[src/rtl/decode_issue_stage_pkg.sv]
// Shared definitions for the decode/issue stage: widths, instruction field
// positions, opcode values and the assembly state encoding.
package decode_issue_stage_pkg;

  localparam int DATA_W = 16;
  localparam int OPC_W  = 5;
  localparam int PC_W   = 32;

  localparam int OPC_HI      = 15;
  localparam int OPC_LO      = 11;
  localparam int RD_HI       = 10;
  localparam int RD_LO       = 8;
  localparam int RS1_HI      = 7;
  localparam int RS1_LO      = 5;
  localparam int RS2_HI      = 4;
  localparam int RS2_LO      = 2;
  localparam int HAS_IMM_BIT = 1;

  localparam logic [OPC_W-1:0] OPC_NOP = 5'd0;
  localparam logic [OPC_W-1:0] OPC_ADD = 5'd1;
  localparam logic [OPC_W-1:0] OPC_SUB = 5'd2;
  localparam logic [OPC_W-1:0] OPC_AND = 5'd3;
  localparam logic [OPC_W-1:0] OPC_OR  = 5'd4;
  localparam logic [OPC_W-1:0] OPC_LD  = 5'd5;
  localparam logic [OPC_W-1:0] OPC_ST  = 5'd6;
  localparam logic [OPC_W-1:0] OPC_LDI = 5'd7;
  localparam logic [OPC_W-1:0] OPC_BEQ = 5'd8;
  localparam logic [OPC_W-1:0] OPC_JMP = 5'd9;

  typedef enum logic {
    S_OP  = 1'b0,
    S_IMM = 1'b1
  } state_e;

endpackage

[src/rtl/decode_issue_stage_if.sv]
// Fetch-side handshake and ID/EX bundle of the decode/issue stage.
// master = surrounding pipeline, slave = the decode stage.
interface decode_issue_stage_if #(
  parameter int DATA_W = decode_issue_stage_pkg::DATA_W,
  parameter int OPC_W  = decode_issue_stage_pkg::OPC_W,
  parameter int PC_W   = decode_issue_stage_pkg::PC_W
) ();
  logic              in_valid;
  logic              in_ready;
  logic [DATA_W-1:0] in_word;
  logic [PC_W-1:0]   in_pc;
  logic              out_valid;
  logic [OPC_W-1:0]  out_opc;
  logic [2:0]        out_rd;
  logic [DATA_W-1:0] out_a;
  logic [DATA_W-1:0] out_b;
  logic [DATA_W-1:0] out_imm;
  logic [PC_W-1:0]   out_pc;

  modport master (
    output in_valid, in_word, in_pc,
    input  in_ready, out_valid, out_opc, out_rd, out_a, out_b, out_imm, out_pc
  );

  modport slave (
    input  in_valid, in_word, in_pc,
    output in_ready, out_valid, out_opc, out_rd, out_a, out_b, out_imm, out_pc
  );
endinterface

[src/rtl/decode_issue_stage_load_use_detect.sv]
// Combinational load-use hazard compare of two source registers against
// the destination of a load sitting in EX.
module load_use_detect (
  input  logic       ex_valid,
  input  logic       ex_mem_read,
  input  logic [2:0] ex_rd,
  input  logic [2:0] rs1,
  input  logic [2:0] rs2,
  output logic       hazard
);
  assign hazard = ex_valid & ex_mem_read & ((ex_rd == rs1) | (ex_rd == rs2));
endmodule

[src/rtl/decode_issue_stage.sv]
// Decode/issue stage: assembles 1- or 2-word instructions, reads operands,
// inserts load-use bubbles. Optional bubble counter: DECODE_BUBBLE_STATS_EN.
module decode_issue_stage #(
  parameter int DATA_W = decode_issue_stage_pkg::DATA_W,
  parameter int OPC_W  = decode_issue_stage_pkg::OPC_W,
  parameter int PC_W   = decode_issue_stage_pkg::PC_W
) (
  input  logic              clk,
  input  logic              rst,
  decode_issue_stage_if.slave bus,
  output logic [3:0]        rd1_addr,
  output logic [2:0]        rd2_addr,
  input  logic [DATA_W-1:0] rd1_data,
  input  logic [DATA_W-1:0] rd2_data,
  input  logic              ex_valid,
  input  logic              ex_mem_read,
  input  logic [2:0]        ex_rd,
  input  logic              stall,
  input  logic              flush
`ifdef DECODE_BUBBLE_STATS_EN
  ,
  output logic [15:0]       bubble_cnt
`endif
);
  import decode_issue_stage_pkg::*;

  state_e            state_q, state_d;
  logic [DATA_W-1:1] hold_word_q, hold_word_d;
  logic [PC_W-1:0]   hold_pc_q, hold_pc_d;
  logic              out_valid_q, out_valid_d;
  logic [OPC_W-1:0]  out_opc_q, out_opc_d;
  logic [2:0]        out_rd_q, out_rd_d;
  logic [DATA_W-1:0] out_a_q, out_a_d;
  logic [DATA_W-1:0] out_b_q, out_b_d;
  logic [DATA_W-1:0] out_imm_q, out_imm_d;
  logic [PC_W-1:0]   out_pc_q, out_pc_d;

  logic [DATA_W-1:1] src_word;
  logic [2:0]        rs1, rs2;
  logic              lu_hit;
  logic              hazard;
  logic              in_ready;

  // Bit 0 of a word carries no meaning, so only [15:1] is held and decoded.
  assign src_word = (state_q == S_IMM) ? hold_word_q : bus.in_word[DATA_W-1:1];
  assign rs1      = src_word[RS1_HI:RS1_LO];
  assign rs2      = src_word[RS2_HI:RS2_LO];
  assign rd1_addr = {1'b0, rs1};
  assign rd2_addr = rs2;

  load_use_detect u_load_use_detect (
    .ex_valid    (ex_valid),
    .ex_mem_read (ex_mem_read),
    .ex_rd       (ex_rd),
    .rs1         (rs1),
    .rs2         (rs2),
    .hazard      (lu_hit)
  );

  // In S_OP there is nothing to protect unless fetch is offering a word.
  assign hazard   = lu_hit & ((state_q == S_IMM) | bus.in_valid);
  assign in_ready = ~stall & ~flush & ~hazard;

  always_comb begin
    state_d     = state_q;
    hold_word_d = hold_word_q;
    hold_pc_d   = hold_pc_q;
    out_valid_d = out_valid_q;
    out_opc_d   = out_opc_q;
    out_rd_d    = out_rd_q;
    out_a_d     = out_a_q;
    out_b_d     = out_b_q;
    out_imm_d   = out_imm_q;
    out_pc_d    = out_pc_q;

    if (flush) begin
      state_d     = S_OP;
      out_valid_d = 1'b0;
      hold_word_d = '0;
      hold_pc_d   = '0;
    end else if (stall) begin
      state_d = state_q;
    end else if (hazard) begin
      out_valid_d = 1'b0;
    end else if (bus.in_valid) begin
      if (state_q == S_IMM) begin
        state_d     = S_OP;
        out_valid_d = 1'b1;
        out_opc_d   = src_word[OPC_HI:OPC_LO];
        out_rd_d    = src_word[RD_HI:RD_LO];
        out_a_d     = rd1_data;
        out_b_d     = rd2_data;
        out_imm_d   = bus.in_word;
        out_pc_d    = hold_pc_q;
      end else if (bus.in_word[HAS_IMM_BIT]) begin
        state_d     = S_IMM;
        out_valid_d = 1'b0;
        hold_word_d = bus.in_word[DATA_W-1:1];
        hold_pc_d   = bus.in_pc;
      end else begin
        out_valid_d = 1'b1;
        out_opc_d   = src_word[OPC_HI:OPC_LO];
        out_rd_d    = src_word[RD_HI:RD_LO];
        out_a_d     = rd1_data;
        out_b_d     = rd2_data;
        out_imm_d   = '0;
        out_pc_d    = bus.in_pc;
      end
    end else begin
      out_valid_d = 1'b0;
    end
  end

  always_ff @(posedge clk) begin
    if (rst) begin
      state_q     <= S_OP;
      hold_word_q <= '0;
      hold_pc_q   <= '0;
      out_valid_q <= 1'b0;
      out_opc_q   <= '0;
      out_rd_q    <= '0;
      out_a_q     <= '0;
      out_b_q     <= '0;
      out_imm_q   <= '0;
      out_pc_q    <= '0;
    end else begin
      state_q     <= state_d;
      hold_word_q <= hold_word_d;
      hold_pc_q   <= hold_pc_d;
      out_valid_q <= out_valid_d;
      out_opc_q   <= out_opc_d;
      out_rd_q    <= out_rd_d;
      out_a_q     <= out_a_d;
      out_b_q     <= out_b_d;
      out_imm_q   <= out_imm_d;
      out_pc_q    <= out_pc_d;
    end
  end

  assign bus.in_ready  = in_ready;
  assign bus.out_valid = out_valid_q;
  assign bus.out_opc   = out_opc_q;
  assign bus.out_rd    = out_rd_q;
  assign bus.out_a     = out_a_q;
  assign bus.out_b     = out_b_q;
  assign bus.out_imm   = out_imm_q;
  assign bus.out_pc    = out_pc_q;

`ifdef DECODE_BUBBLE_STATS_EN
  logic [15:0] bubble_cnt_q, bubble_cnt_d;

  always_comb begin
    bubble_cnt_d = bubble_cnt_q;
    if (hazard && !stall && !flush && (bubble_cnt_q != '1)) begin
      bubble_cnt_d = bubble_cnt_q + 16'd1;
    end
  end

  always_ff @(posedge clk) begin
    if (rst) begin
      bubble_cnt_q <= '0;
    end else begin
      bubble_cnt_q <= bubble_cnt_d;
    end
  end

  assign bubble_cnt = bubble_cnt_q;
`endif

endmodule

[src/flat_wrapper.sv]
// flat-port wrapper written by rule: the top's interface ports become plain ports
module decode_issue_stage_flat import decode_issue_stage_pkg::*;
#(
  parameter int DATA_W = decode_issue_stage_pkg::DATA_W,
  parameter int OPC_W  = decode_issue_stage_pkg::OPC_W,
  parameter int PC_W   = decode_issue_stage_pkg::PC_W
)
  (clk, rst, rd1_addr, rd2_addr, rd1_data, rd2_data, ex_valid, ex_mem_read, ex_rd, stall, flush, bus_in_valid, bus_in_word, bus_in_pc, bus_in_ready, bus_out_valid, bus_out_opc, bus_out_rd, bus_out_a, bus_out_b, bus_out_imm, bus_out_pc);
  decode_issue_stage_if #(.DATA_W(DATA_W), .OPC_W(OPC_W), .PC_W(PC_W)) bus_i ();
  input  logic clk;
  input  logic rst;
  output logic [3:0] rd1_addr;
  output logic [2:0] rd2_addr;
  input  logic [DATA_W-1:0] rd1_data;
  input  logic [DATA_W-1:0] rd2_data;
  input  logic ex_valid;
  input  logic ex_mem_read;
  input  logic [2:0] ex_rd;
  input  logic stall;
  input  logic flush;
  input wire logic [$bits(bus_i.in_valid)-1:0] bus_in_valid;
  input wire logic [$bits(bus_i.in_word)-1:0] bus_in_word;
  input wire logic [$bits(bus_i.in_pc)-1:0] bus_in_pc;
  output wire logic [$bits(bus_i.in_ready)-1:0] bus_in_ready;
  output wire logic [$bits(bus_i.out_valid)-1:0] bus_out_valid;
  output wire logic [$bits(bus_i.out_opc)-1:0] bus_out_opc;
  output wire logic [$bits(bus_i.out_rd)-1:0] bus_out_rd;
  output wire logic [$bits(bus_i.out_a)-1:0] bus_out_a;
  output wire logic [$bits(bus_i.out_b)-1:0] bus_out_b;
  output wire logic [$bits(bus_i.out_imm)-1:0] bus_out_imm;
  output wire logic [$bits(bus_i.out_pc)-1:0] bus_out_pc;
  assign bus_i.in_valid = bus_in_valid;
  assign bus_i.in_word = bus_in_word;
  assign bus_i.in_pc = bus_in_pc;
  assign bus_in_ready = bus_i.in_ready;
  assign bus_out_valid = bus_i.out_valid;
  assign bus_out_opc = bus_i.out_opc;
  assign bus_out_rd = bus_i.out_rd;
  assign bus_out_a = bus_i.out_a;
  assign bus_out_b = bus_i.out_b;
  assign bus_out_imm = bus_i.out_imm;
  assign bus_out_pc = bus_i.out_pc;
  decode_issue_stage #(.DATA_W(DATA_W), .OPC_W(OPC_W), .PC_W(PC_W)) u_core (.clk(clk), .rst(rst), .bus(bus_i), .rd1_addr(rd1_addr), .rd2_addr(rd2_addr), .rd1_data(rd1_data), .rd2_data(rd2_data), .ex_valid(ex_valid), .ex_mem_read(ex_mem_read), .ex_rd(ex_rd), .stall(stall), .flush(flush));
endmodule
[config.mk]
export PLATFORM = sky130hd
export DESIGN_NAME = decode_issue_stage_flat
export DESIGN_NICKNAME = d
export VERILOG_FILES = /design/src/rtl/decode_issue_stage_pkg.sv /design/src/rtl/decode_issue_stage_if.sv /design/src/rtl/decode_issue_stage_load_use_detect.sv /design/src/rtl/decode_issue_stage.sv /design/src/flat_wrapper.sv
export SDC_FILE = /design/constraint.sdc
export NUM_CORES = 1
export LEC_CHECK = 0
export BUFFER_PORTS_ARGS = -buffer_cell sky130_fd_sc_hd__buf_2
export CORE_MARGIN = 8
export CORE_UTILIZATION = 30
export CTS_BUF_LIST = sky130_fd_sc_hd__clkbuf_16
export CTS_CLUSTER_DIAMETER = 30
export DETAILED_ROUTE_END_ITERATION = 12
export SLEW_MARGIN = 20
export SYNTH_ARGS = -nofsm -noshare
export SYNTH_HDL_FRONTEND = slang
export SYNTH_SLANG_ARGS = --single-unit
[constraint.sdc]
create_clock -name clk -period 2.5 [get_ports clk]
set_clock_uncertainty 0.15 [all_clocks]
set_input_delay 0.375 -clock clk [delete_from_list [all_inputs] [get_ports clk]]
set_output_delay 0.375 -clock clk [all_outputs]
set_load 0.05 [all_outputs]
### After elaboration in Yosys (flattened, before gate mapping)

Index checks and enable logic that the tools add are counted.

* flip-flop bits (word level): 137
* memory bits (writable): 0
* memory bits (read-only): 0
* memories: 0
* bits in latches: 0
* input port bits: 90

* equality and inequality tests: 3
* $lt $le $gt $ge: 0
* $mul: 0
* reductions and logical operators: 4
* shifts and indexed selects: 0
* add/sub/neg operators: 0
* div/mod/pow operators: 0
* bitwise logic cells: 11
* multiplexer cells: 19

Operator list (count)
* $mux W16: 6
* $mux W32: 2
* $mux W15: 1
* $mux W5: 2
* $reduce_and A5 Y1: 2
* $eq A3 B3 Y1: 2
* $mux W1: 6
* $mux W3: 2
* $and A1 B1 Y1: 5
* $not A1 Y1: 4
* $reduce_and A3 Y1: 1
* $ne A2 B1 Y1 const B: 1
* $or A1 B1 Y1: 2
* $reduce_or A2 Y1: 1

### Logic depth before layout (Yosys ltp)

Gate-level depths: netlist (run 1).

* depth after elaboration: 7
* mapped depth: 10
* mapped depth without buffers: 5

### Cells and area by module

Synthesis (run 1) repeated with hierarchy kept, for this count alone.

* cells, all modules: 651
* area total of the unflattened synthesis: 5669.2 µm²

By module, submodules not included
* decode_issue_stage: instances 1, area each 5597.9 µm², cells each 641
* load_use_detect: instances 1, area each 71.3 µm², cells each 10

### Least setup slack after synthesis (run 1)

Ideal clock, no wire load.

* kind: reg-to-output
* start: register u_core.state_q
* end: output port bus_in_ready
* path buffers: 3
* cell stages (with the launch flop): 8
* slack: -596 ps
* arrival time: 2571 ps
* data required time: 1975 ps
* path through: dfxtp_1 > buf_4 > mux2_4 > xnor2_1 > a41o_1 > buf_2 > clkbuf_1 > nor3_1

* cells in the longest elaborated chain, start to end: 7
* elaborated cells on any way between the ends: 9

RTL lines
* from (decl): RTL line decode_issue_stage.sv:27 `state_e state_q, state_d;`
* from (signal assigned): RTL line decode_issue_stage.sv:127 `state_q <= state_d;`
* $mux W15: RTL line decode_issue_stage.sv:45 `assign src_word = (state_q == S_IMM) ? hold_word_q : bus.in_word[DATA_W-1:1];`
* net u_core.src_word, one bit: RTL line decode_issue_stage.sv:38 `logic [DATA_W-1:1] src_word;`
* $eq A3 B3 Y1: RTL line decode_issue_stage_load_use_detect.sv:11 `assign hazard = ex_valid & ex_mem_read & ((ex_rd == rs1) | (ex_rd == rs2));`
* $or A1 B1 Y1: RTL line decode_issue_stage_load_use_detect.sv:11
* $and A1 B1 Y1: RTL line decode_issue_stage_load_use_detect.sv:11
* $and A1 B1 Y1: RTL line decode_issue_stage.sv:61 `assign hazard = lu_hit & ((state_q == S_IMM) | bus.in_valid);`
* $not A1 Y1 (no line)
* $and A1 B1 Y1: RTL line decode_issue_stage.sv:62 `assign in_ready = ~stall & ~flush & ~hazard;`
* to (decl): RTL line flat_wrapper.sv:24 `output wire logic [$bits(bus_i.in_ready)-1:0] bus_in_ready;`

The timed path passes the listed nets, and every way through them passes these cells.

### Final worst setup path (run 1)

* start: register u_core.state_q
* end: output port bus_in_ready

* cells in the longest elaborated chain, start to end: 7
* elaborated cells on any way between the ends: 9

RTL lines (RTL line)
* $mux W15: decode_issue_stage.sv:45
* $eq A3 B3 Y1: decode_issue_stage_load_use_detect.sv:11
* $or A1 B1 Y1: decode_issue_stage_load_use_detect.sv:11
* $and A1 B1 Y1: decode_issue_stage_load_use_detect.sv:11
* $and A1 B1 Y1 (*): decode_issue_stage.sv:61
* $not A1 Y1 (no line) (*)
* $and A1 B1 Y1 (*): decode_issue_stage.sv:62

Mark *: on every way between the ends. The rest lies on a longest branch, timed or not.

==> impl_metrics.json, run 1 <==
{
  "critPathMaxStageDelay_ns": 0.41,
  "pwr-share-clk": 0.434,
  "final_cells": 1110,
  "yosysWarnings": 0,
  "die_area_mm2": 0.0252,
  "r2r_start": "u_core.state_q",
  "drc": 0,
  "syn_inst": 656,
  "layout.nets": 917,
  "cts_buffers": 17,
  "syn_area_mm2": 0.00611,
  "track_usage": 0.154,
  "period_share": 1.04,
  "hold_start": "bus_in_pc[17]",
  "path_max_fanout": 6,
  "cp_cell_sequence": "mux2_4 > xnor2_4 > a41o_1 > nor3_4 > buf_6",
  "grt_pass1_wl_um": 31700,
  "setup_viol": 45,
  "io_pins": 187,
  "r2r_end": "u_core.hold_pc_q[2]",
  "portBuffers": 185,
  "clock_latency_ns": 0.42,
  "cp-end-kind": "primary output",
  "grt_pass1_vias": 5722,
  "power.switching_uw": 1540,
  "holdWs_ns": 0.0517,
  "num_rows": 52,
  "drive_gt1_frac": 0.356,
  "drtIter0Drc": 325,
  "sw_frac_of_total": 0.292,
  "grt_max_degree": 69,
  "postCtsHoldBufs": 0,
  "drt-wirelength-per-cell_um": 18.5,
  "hold_viol": 0,
  "min_to": "u_core.hold_pc_q[17]",
  "final_common_cell": "buf_2",
  "maxCapViolCount": 0,
  "crit_family": "flip-flops",
  "min_path_cells": 3,
  "root_buffer": "clkbuf_16",
  "slew_viol_final": 0,
  "cp.arrival_ns": 2.08,
  "cp.depth": 5,
  "overflow": 0,
  "core_area_mm2": 0.0201,
  "place_congestion": 0.750,
  "die_h_um": 159,
  "yosysSeqAreaShare": 0.445,
  "clockBufferDepth": 2,
  "rsz0062_at_grt": "yes",
  "ys_types": 37,
  "hp-class": "in2reg",
  "cts_tree": "built",
  "dr.pass1.iters": 6,
  "clock-sinks": 136,
  "cell_internal_pwr_uw": 3750,
  "layout_common_cells": "buf_2 (183), dfxtp_1 (135), mux2i_1 (101)",
  "power.leakage_uw": 0.00350,
  "synth_nets": 746,
  "fin_crit_ns": 2.60,
  "placed_area_mm2": 0.00744,
  "rr_worst_depth": 10,
  "antenna_found_initial": 4,
  "cp.required_ns": 1.98,
  "ys_ff_latch": 136,
  "status": "finished, violations left",
  "wl_um": 20500,
  "worst_pin_slew_ns": 0.755,
  "clkTransAtPathRegs_ns": 0.06,
  "die_w_um": 159,
  "ant_nets": 0,
  "violations": "setup timing",
  "fmax_ghz": 0.385,
  "num_vias": 5691,
  "pwr-share-seq": 0.423,
  "fin_area_mm2": 0.00840,
  "synthToLayoutAreaGrowth_pct": 37.4,
  "p_per_area_mw_per_mm2": 631,
  "setup_ws_ns": -0.100,
  "syn_avg_cell_area_um2": 9.32,
  "cp.buffers_inverters": 1,
  "dp_cells": 1062,
  "peakVddDrop_mv": 0.429,
  "max_slew_margin": 0.497,
  "start_util": 0.304,
  "criticalPathCategory": "reg2out",
  "htree_num_levels": 4,
  "power_frac_comb": 0.143,
  "diodes": 0,
  "slowest_stage": "dfxtp_4",
  "dp_hpwl_um": 13400,
  "r2r_setup_slack_ns": -0.05,
  "cp-start-kind": "flip-flop",
  "via_per_inst": 5.13
}
cell type report:
type | instances | area [um^2]
fillers | 1986 | 11700
multi-input cells | 435 | 3240
flip-flops and latches | 136 | 2730
repair buffers | 233 | 1540
clock buffers | 17 | 425
well taps | 270 | 338
clock inverters | 15 | 105
inverters | 4 | 15.0
layer usage:
| layer | global-route usage | share of wire | vias up |
|---|---|---|---|
| li1 | - | - | 2740 |
| met1 | 0.198 | 0.47 | 2717 |
| met2 | 0.240 | 0.45 | 200 |
| met3 | 0.0502 | 0.070 | 26 |
| met4 | 0.0450 | 0.011 | 8 |
| met5 | 0 | 0.0024 | - |
per-stage QoR:
stage                util  worst slack, ns  power [uW]  TNS, ns
global route        0.418           -0.176        5510    -7.29
floorplan               -          0.00876        2720        0
finish              0.418           -0.100        5300    -1.55
detailed placement  0.370           0.0355        2980        0
CTS                 0.405           -0.121        5320   -0.338
global placement    0.370           0.0990        2980        0
flip-flops by register name, summed over array words and instances (netlist names):
register	cells
u_core.bus.out_imm	16
u_core.bus.out_valid	1
u_core.hold_word_q	14
u_core.hold_pc_q	32
u_core.bus.out_pc	32
u_core.bus.out_b	16
u_core.bus.out_rd	3
u_core.bus.out_a	16
u_core.state_q	1
u_core.bus.out_opc	5
repair_timing:
item	4_1_cts	5_1_grt
pin swaps	5	4
setup endpoints to repair	1	99
gates cloned	0	6
gates resized for setup	14	22
setup buffers	9	2
logic make-up after synthesis:
| family | after synthesis | share of synthesized area |
|---|---|---|
| AND/OR/NAND/NOR | 167 | 0.136 |
| AO/OA/AOI/OAI | 154 | 0.169 |
| flip-flops | 136 | 0.445 |
| multiplexers | 107 | 0.176 |
| buffers and inverters | 85 | 0.0637 |
| XOR/XNOR | 6 | 0.00860 |
| other | 1 | 0.000614 |
power by group through the flow:
stage / Clock [uW] / Sequential (uW) / Combinational, uW
6_report: 2300 / 2240 / 757
5_1_grt: 2460 / 2240 / 808
4_1_cts: 2360 / 2240 / 718
3_5_place_dp: 0 / 2290 / 689
3_3_place_gp: 0 / 2290 / 687
2_1_floorplan: 0 / 2410 / 315
worst max path at each step:
stage / end / start
6_report: bus_in_ready / u_core.state_q
5_1_grt: bus_in_ready / u_core.state_q
4_1_cts: bus_in_ready / u_core.state_q
3_5_place_dp: u_core.bus.out_pc[22] / u_core.state_q
3_3_place_gp: bus_in_ready / u_core.state_q
2_1_floorplan: bus_in_ready / u_core.state_q
worst register-to-register path, cell delays in order, from the launching register on:
cell,delay (ns)
dfxtp_4,0.41
buf_12,0.14
mux2i_4,0.26
xnor2_2,0.15
buf_4,0.16
buf_6,0.10
o41ai_2,0.06
buf_4,0.15
or3_4,0.52
clkbuf_16,0.23
mux2i_1,0.12
synthesized netlist by cell type:
library cell  count  area [um^2]
nand2b_1         16          100
nor4_1            1         6.26
o31ai_1          32          240
and3_1            1         6.26
or2_2             1         6.26
a41oi_1           2         17.5
dfxtp_1         136         2720
conb_1            1         3.75
nand3_1           1         5.00
nor2_1            2         7.51
o41ai_1           1         8.76
or3_1             1         6.26
nor4_2            1         12.5
nand4_1          32          200
mux2i_1         104         1040
mux2_2            2         22.5
buf_2             8         40.0
a31oi_1          40          250
o21ai_0           1         5.00
nand3b_1         15          113
nand2_1          92          345
a32oi_1           1         8.76
o41a_1            1         11.3
a41o_1            1         10.0
inv_1             4         15.0
buf_4             8         60.1
a211oi_1         40          300
o211ai_1          1         7.51
nor3_1            3         15.0
xnor2_1           6         52.6
a21oi_1          33          165
clkbuf_1         56          210
mux2_4            1         15.0
buf_6             4         45.0
or4_1             1         7.51
o211a_1           1         10.0
buf_1             5         18.8
(Power assumes the default switching activity.)
==> run 2: changes to the inputs <==
Settings changed: ABC_CLOCK_PERIOD_IN_PS from default to 2800, GPL_TIMING_DRIVEN from default to 0.
Clock period 2.5 ns to 2.8 ns, I/O delays scaled along.
==> impl_metrics.json, run 2 (synthesis gave the netlist of run 1 again) <==
{
  "slew_viol_final": 0,
  "r2r_start": "u_core.state_q",
  "clockBufferDepth": 2,
  "wl_met2_um": 9790,
  "die_area_mm2": 0.0252,
  "track_usage": 0.166,
  "crit_family": "buffers and inverters",
  "hp-class": "in2reg",
  "num_vias": 5834,
  "overflow": 0,
  "final_common_cell": "buf_2",
  "ant_nets": 0,
  "pre_cts_ws_ns": -0.267,
  "clock_latency_ns": 0.41,
  "peakVddDrop_mv": 0.396,
  "drtIter0Drc": 395,
  "critPathLaunch": "u_core.state_q",
  "cp.required_ns": 2.23,
  "die_h_um": 159,
  "diodes": 0,
  "portBuffers": 185,
  "die_w_um": 159,
  "cp_common_cell": "buf_6",
  "io_pins": 187,
  "power.leakage_uw": 0.00345,
  "place_congestion": 0.788,
  "fmax_ghz": 0.364,
  "postCtsHoldBufs": 0,
  "clkTransAtPathRegs_ns": 0.06,
  "cts_tree": "built",
  "setup_ws_ns": 0.0536,
  "setup_viol": 0,
  "met1_length_um": 10200,
  "p_per_area_mw_per_mm2": 625,
  "num_rows": 52,
  "top_layer_used": "met5",
  "holdWs_ns": 0.106,
  "drive_gt1_frac": 0.302,
  "wl_met3_um": 1350,
  "dp_hpwl_um": 15700,
  "cp_cell_sequence": "buf_8 > mux2_4 > xnor2_2 > a41o_1 > buf_6 > clkbuf_16 > nor3_4 > buf_6",
  "wl_um": 21600,
  "grt_max_degree": 17,
  "htree_num_levels": 4,
  "cp.buffers_inverters": 4,
  "slowest_stage": "dfxtp_4",
  "cp-start-kind": "flip-flop",
  "rsz0062_at_grt": "yes",
  "synthToLayoutAreaGrowth_pct": 34.5,
  "final_cells": 1150,
  "cts_buffers": 17,
  "path_max_fanout": 10,
  "root_buffer": "clkbuf_16",
  "criticalPathCategory": "reg2out",
  "layout_common_cells": "buf_2 (189), dfxtp_1 (135), mux2i_1 (102)",
  "drc": 0,
  "clock-sinks": 136,
  "maxCapViolCount": 0,
  "layout.nets": 957,
  "dr.pass1.iters": 5,
  "via_per_inst": 5.07,
  "fillers": 2032,
  "cp.arrival_ns": 2.18,
  "drt-wirelength-per-cell_um": 18.8,
  "dp_cells": 1111,
  "grt_pass1_wl_um": 33700,
  "hold_start": "bus_in_pc[5]",
  "antenna_found_initial": 1,
  "fin_crit_ns": 2.75,
  "status": "finished clean",
  "hold_viol": 0,
  "max_slew_margin": 0.477,
  "start_util": 0.304,
  "cp-end-kind": "primary output",
  "core_area_mm2": 0.0201,
  "worst_pin_slew_ns": 0.785,
  "period_share": 0.981,
  "critPathMaxStageDelay_ns": 0.37,
  "grt_pass1_vias": 5862
}
-- run 2: through the flow --
stage	util	instance area [um^2]	power, uW	TNS (ns)
6_report	0.409	8220	5140	0
3_5_place_dp	0.367	7380	2650	-7.88
5_1_grt	0.409	8220	5330	-0.0273
4_1_cts	0.405	8150	5180	0
3_3_place_gp	0.367	7380	2650	-5.24
2_1_floorplan	-	6120	2430	0
-- run 2: where the power goes --
group / switching, uW / leakage (uW) / internal (uW)
sequential: 22.9 / 0.00110 / 1980
clock: 918 / 0.000319 / 1590
combinational: 425 / 0.00203 / 210
total: 1370 / 0.00345 / 3770
-- run 2: worst paths after layout --
path	depth (start not counted)	end	slack, ns
worst min register to register	2	u_core.hold_pc_q[5]	0.31
worst max-delay path	8	bus_in_ready	0.05
worst min-delay path	3	u_core.hold_pc_q[5]	0.11
worst max register to register	11	u_core.hold_pc_q[23]	0.10
-- run 2: timing repair --
action / CTS / global route
endpoints found under the hold margin: 0 / 0
pin swaps: 1 / 2
setup endpoints to repair: 109 / 78
resized for setup: 19 / 16
setup buffers: 6 / 2
-- run 2: worst register-to-register path, delay by kind of cell (launching register included) --
| family | cells | cell delay (ns) |
|---|---|---|
| AOI/OAI and AO/OA | 1 | 0.19 |
| muxes | 2 | 0.47 |
| xor gates and xnor gates | 1 | 0.14 |
| buffers and inverters | 6 | 0.86 |
| and+or+nand+nor | 1 | 0.40 |
| DFF | 1 | 0.37 |
-- run 2: layer usage --
| layer | track usage | vias to the layer above |
|---|---|---|
| li1 | - | 2821 |
| met4 | 0.0437 | 2 |
| met2 | 0.261 | 196 |
| met3 | 0.0447 | 18 |
| met5 | 0 | - |
| met1 | 0.221 | 2797 |
-- run 2: final cells by class --
type | count | area [um^2] | share of cell area
plain buffers | 80 | 425 | 0.0518
clock buffers | 17 | 425 | 0.0518
clock inverters | 15 | 224 | 0.0272
inverters | 4 | 15.0 | 0.00183
multi-input cells | 435 | 3070 | 0.374
flip-flops and latches | 136 | 2730 | 0.332
well taps | 270 | 338 | 0.0411
repair buffers | 193 | 992 | 0.121
